===== src/rtl/icache_line.sv =====
// Direct-mapped instruction cache with multi-word lines and a burst refill FSM.
// Optional hit/miss counters are enabled with the ICACHE_STATS_EN macro.
module icache_line #(
    parameter int LINE_BITS  = 2,
    parameter int INDEX_BITS = 4
) (
    input  logic        clk,
    input  logic        rst,
    input  logic        cache_flush,
    input  logic        cache_valid,
    output logic        cache_ready,
    input  logic [31:0] cache_addr,
    output logic [31:0] cache_rdata,
    output logic        mem_valid,
    input  logic        mem_ready,
    output logic [31:0] mem_addr,
    input  logic [31:0] mem_rdata,
    output logic        busy
`ifdef ICACHE_STATS_EN
   ,output logic [31:0] hit_count,
    output logic [31:0] miss_count
`endif
);
    localparam int W        = 1 << LINE_BITS;
    localparam int L        = 1 << INDEX_BITS;
    localparam int TAG_BITS = 32 - INDEX_BITS - LINE_BITS - 2;

    typedef enum logic {IDLE, REFILL} state_e;

    typedef struct packed {
        logic [TAG_BITS-1:0]   tag;
        logic [INDEX_BITS-1:0] idx;
    } line_id_t;

    state_e                 state_q, state_d;
    line_id_t               req_q, req_d;
    logic [LINE_BITS-1:0]   cnt_q, cnt_d;
    logic                   abort_q, abort_d;
    logic [L-1:0]           valid_q, valid_d;
    logic                   data_we, tag_we;

    logic [TAG_BITS-1:0]    tag_mem  [L];
    logic [31:0]            data_mem [L*W];

    logic [LINE_BITS-1:0]   a_word;
    logic [INDEX_BITS-1:0]  a_idx;
    logic [TAG_BITS-1:0]    a_tag;
    logic                   hit;
    logic [1:0]             unused_addr_lsb;

    assign a_word          = cache_addr[LINE_BITS+1:2];
    assign a_idx           = cache_addr[INDEX_BITS+LINE_BITS+1:LINE_BITS+2];
    assign a_tag           = cache_addr[31:INDEX_BITS+LINE_BITS+2];
    assign unused_addr_lsb = cache_addr[1:0];

    assign hit         = cache_valid && valid_q[a_idx] && (tag_mem[a_idx] == a_tag);
    assign cache_rdata = data_mem[{a_idx, a_word}];
    assign mem_addr    = {req_q.tag, req_q.idx, cnt_q, 2'b00};
    assign busy        = (state_q == REFILL);

    always_comb begin
        state_d     = state_q;
        req_d       = req_q;
        cnt_d       = cnt_q;
        abort_d     = abort_q;
        valid_d     = valid_q;
        data_we     = 1'b0;
        tag_we      = 1'b0;
        cache_ready = 1'b0;
        mem_valid   = 1'b0;

        case (state_q)
            IDLE: begin
                cache_ready = hit;
                if (cache_valid && !hit) begin
                    req_d.tag = a_tag;
                    req_d.idx = a_idx;
                    cnt_d     = '0;
                    state_d   = REFILL;
                end
            end
            REFILL: begin
                mem_valid = 1'b1;
                // A flush mid-refill must not let the stale-epoch line become valid.
                if (cache_flush) abort_d = 1'b1;
                if (mem_ready) begin
                    data_we = 1'b1;
                    if (cnt_q == LINE_BITS'(W-1)) begin
                        tag_we             = 1'b1;
                        valid_d[req_q.idx] = !abort_q;
                        abort_d            = 1'b0;
                        state_d            = IDLE;
                    end else begin
                        cnt_d = cnt_q + LINE_BITS'(1);
                    end
                end
            end
            default: state_d = IDLE;
        endcase

        // Flush wins over a final-beat valid set in the same cycle.
        if (cache_flush) valid_d = '0;
    end

    always_ff @(posedge clk) begin
        if (rst) begin
            state_q <= IDLE;
            req_q   <= '0;
            cnt_q   <= '0;
            abort_q <= 1'b0;
            valid_q <= '0;
        end else begin
            state_q <= state_d;
            req_q   <= req_d;
            cnt_q   <= cnt_d;
            abort_q <= abort_d;
            valid_q <= valid_d;
        end
    end

    always_ff @(posedge clk) begin
        if (!rst && data_we) data_mem[{req_q.idx, cnt_q}] <= mem_rdata;
        if (!rst && tag_we)  tag_mem[req_q.idx]           <= req_q.tag;
    end

`ifdef ICACHE_STATS_EN
    logic [31:0] hit_count_q, hit_count_d;
    logic [31:0] miss_count_q, miss_count_d;

    always_comb begin
        hit_count_d  = hit_count_q;
        miss_count_d = miss_count_q;
        if (state_q == IDLE && hit)                 hit_count_d  = hit_count_q + 32'd1;
        if (state_q == IDLE && state_d == REFILL)   miss_count_d = miss_count_q + 32'd1;
    end

    always_ff @(posedge clk) begin
        if (rst) begin
            hit_count_q  <= '0;
            miss_count_q <= '0;
        end else begin
            hit_count_q  <= hit_count_d;
            miss_count_q <= miss_count_d;
        end
    end

    assign hit_count  = hit_count_q;
    assign miss_count = miss_count_q;
`endif

endmodule


===== config.mk =====
export PLATFORM = sky130hd
export DESIGN_NAME = icache_line
export DESIGN_NICKNAME = d
export VERILOG_FILES = /design/src/rtl/icache_line.sv
export SDC_FILE = /design/constraint.sdc
export NUM_CORES = 2
export LEC_CHECK = 0
export ABC_AREA = 1
export CAP_MARGIN = 30
export CORE_ASPECT_RATIO = 0.6
export CORE_MARGIN = 1
export CORE_UTILIZATION = 45
export CTS_BUF_LIST = sky130_fd_sc_hd__clkbuf_8
export DETAILED_ROUTE_END_ITERATION = 8
export PLACE_DENSITY = 0.64
export SLEW_MARGIN = 20
export SYNTH_ARGS = -nofsm -noshare
export SYNTH_HDL_FRONTEND = slang
export SYNTH_SLANG_ARGS = --single-unit

===== constraint.sdc =====
create_clock -name clk -period 5.4 [get_ports clk]
set_input_delay 1.08 -clock clk [delete_from_list [all_inputs] [get_ports clk]]
set_output_delay 1.08 -clock clk [all_outputs]
set_load 0.05 [all_outputs]

==> flow_summary.toml <==
[die]
die_x_um = 604
ioPinCount = 136
floorplan.initialDensity_pct = 45.3
rows = 132
die_area_mm2 = 0.219
area_of_the_core_region_mm2 = 0.216
die-height_um = 363

[synthesis]
ys_seq_area_share_pct = 75.6
postSynth.asyncResetShare_pct = 0
synthesis.instances = 7694
ys.warnings.count = 0
synth.most_common_cell = "sky130_fd_sc_hd__edfxtp_1"
synth_top_cells_by_area = "sky130_fd_sc_hd__edfxtp_1, sky130_fd_sc_hd__o21ai_0, sky130_fd_sc_hd__nor2_1"
synth_top_area_share_pct = 74.6
yosys_most_used_dff = "sky130_fd_sc_hd__edfxtp_1"
synth_enable_flop_cells = 2432
synthDistinctLibCells = 30
synth_common_cells = "sky130_fd_sc_hd__edfxtp_1, sky130_fd_sc_hd__nor2_1, sky130_fd_sc_hd__o21ai_0, sky130_fd_sc_hd__o22ai_1, sky130_fd_sc_hd__clkbuf_1"
mappedNetlistArea_mm2 = 0.0979
yosysTopAreaCell = "sky130_fd_sc_hd__edfxtp_1"
ys_ff_latch = 2480
synth.avg_cell_area_um2 = 12.7

[drt]
drt_pre_antenna_iters = 6
vias = 66571
wl_per_cell_um = 26.4
avgViaCountPerCell = 5.99
detail-route-antenna-nets = 0
post-route-drc-count = 0
wirelength_um = 294000
initialDrtViolationCount = 9938

[placement]
postPlaceCellArea_mm2 = 0.105
gp_congestion = 0.868
final_hpwl_from_detailed_placement_um = 164000
portBuffers = 131
pre_cts_ws_ns = 0.460

[timing]
finalClockSkew_ns = 0.0704
timing_max_transition_violations_final = 0
grt_setup_unrepaired = "false"
final_min_period_over_clock_period_pct = 93.4
final-setup-viol-count = 0
maxClockFrequency_mhz = 198
slew-limit-headroom_pct = 31.1
max_slew.worst_pin.slew_ns = 1.03
finalWorstPathRequiredPeriod_ns = 5.04
postLayoutSetupSlackWorst_ns = 0.357
timing.setup.tns_ns = 0
finalHoldViolCount = 0

[clock_network]
ctsRootBufferMaster = "sky130_fd_sc_hd__clkbuf_8"
cts_bufs_inserted = 364
cts_max_path_buffers = 4
clk_latency_ns = 0.96
clk_transition_reported_paths_ns = 0.07
htreeDepth = 5
post_cts.repair.setup_buffers = 0
tritoncts = "yes"
numClockSinks = 2480
cts.hold.buffers_added = 0
cts-resized-gates = 0

[setup_path]
worstSetupEndpointType = "primary output"
worst-setup-path-type = "in2out"
path_max_fanout = 83
type_of_element_launching_the_critical_path = "input port"
worst_ep_required_time_ns = 4.32
critPathArrivalTime_ns = 3.96

[cells_and_area]
fill_cells = 18012
multiInputGateArea_mm2 = 0.0217
synth_to_layout_area_growth_pct = 14.0
fin_nets = 8035
drive_gt1_share_pct = 11.1
final_cell_area_excluding_filler_cells_mm2 = 0.112
regArea_mm2 = 0.0740

[global_route]
maximum_number_of_pins_on_one_net_before_global_route_repair = 122
grt_usage_pct = 26.2
grt_antenna_before_repair = 9
global_route_wire_length_before_repair_um = 422000
first_global_vias = 61103
global_route.overflow_total = 0

[power]
vdd_ir_drop_max_v = 0.000236
pwr_density_mw_per_mm2 = 338
leakage_component_of_the_power_nw = 36.8

[run_status]
result_of_the_run = "finished clean"

[min_path]
timing.hold.worst.class = "in2reg"

[job]
maxCapViolations = 0
[kinds of logic after synthesis]
family                   share of synthesized area [%]
other                                          0.00383
AO/OA/AOI/OAI                                     12.2
flip-flops                                        75.6
adder cells (fa/ha/maj)                         0.0128
AND/OR/NAND/NOR                                   9.38
buffers and inverters                             2.83
[cell usage in the layout, fill, tap and decap left out, drive strengths merged, types with 47 or more instances in the layout]
cell type / n
buf: 403
clkdlybuf4s50: 59
nand2: 404
dfxtp: 48
edfxtp: 2432
nor2: 1673
clkinv: 123
nand3: 199
o22ai: 645
inv: 262
o21ai: 1431
a21oi: 47
clkbuf: 369
[metrics by stage]
step           total power (W)  hold slack [ns]  std cells  util [%]
2_1_floorplan           0.0230            0.446       7695         -
3_3_place_gp            0.0243            0.464      10449      48.4
3_5_place_dp            0.0244            0.477      10469      48.6
4_1_cts                 0.0379            0.428      11109      51.5
5_1_grt                 0.0389            0.451      11122      51.6
6_report                0.0377            0.489      11122      51.6
[flip-flops by register name, summed over array words and instances (netlist names)]
signal and cells:
data_mem 2048, tag_mem 384, mem_addr 28, valid_q 16, cnt_q 2, abort_q 1, busy 1
[power breakdown]
part           total [W]  switching, W  internal (W)
combinational    0.00282       0.00197      0.000853
sequential        0.0212     0.0000655        0.0212
clock             0.0137       0.00719       0.00649
[metal layers]
layer  part of all wire (%)  GRT usage, %
met1                     43          40.6
met2                     42          36.7
met3                     12          5.72
met4                    2.7          7.74
met5                  0.019             0
[worst max-delay path, stage by stage]
cell and delay, ns:
sky130_fd_sc_hd__buf_8 0.32, sky130_fd_sc_hd__buf_12 0.29, sky130_fd_sc_hd__buf_12 0.32, sky130_fd_sc_hd__o21ai_0 0.15
sky130_fd_sc_hd__o22ai_1 0.16, sky130_fd_sc_hd__o21ai_0 0.10, sky130_fd_sc_hd__o22ai_1 0.48, sky130_fd_sc_hd__nor2_1 0.08
sky130_fd_sc_hd__o22ai_1 0.40, sky130_fd_sc_hd__buf_4 0.24, sky130_fd_sc_hd__buf_12 0.14
[worst paths after layout]
check        slack, ns  depth (start not counted)                      from                         to
max               0.36                         11             cache_addr[2]            cache_rdata[30]
max reg2reg       2.11                          7  mem_addr[7]$_SDFFE_PP0P_  data_mem[46][9]$_DFFE_PP_
min               0.49                          1              mem_rdata[8]   data_mem[3][8]$_DFFE_PP_
min reg2reg       0.50                          2  valid_q[10]$_SDFFE_PP0P_   valid_q[10]$_SDFFE_PP0P_
[final cells by class]
cell class | count | area share (%)
Tap cell | 2881 | 3.23
Multi-Input combinational cell | 4525 | 19.4
Inverter | 132 | 0.481
Antenna cell | 2 | 0.00449
Clock buffer | 369 | 4.55
Timing Repair Buffer | 462 | 4.85
Sequential cell | 2480 | 66.3
Clock inverter | 271 | 1.10
(Power assumes the default switching activity.)
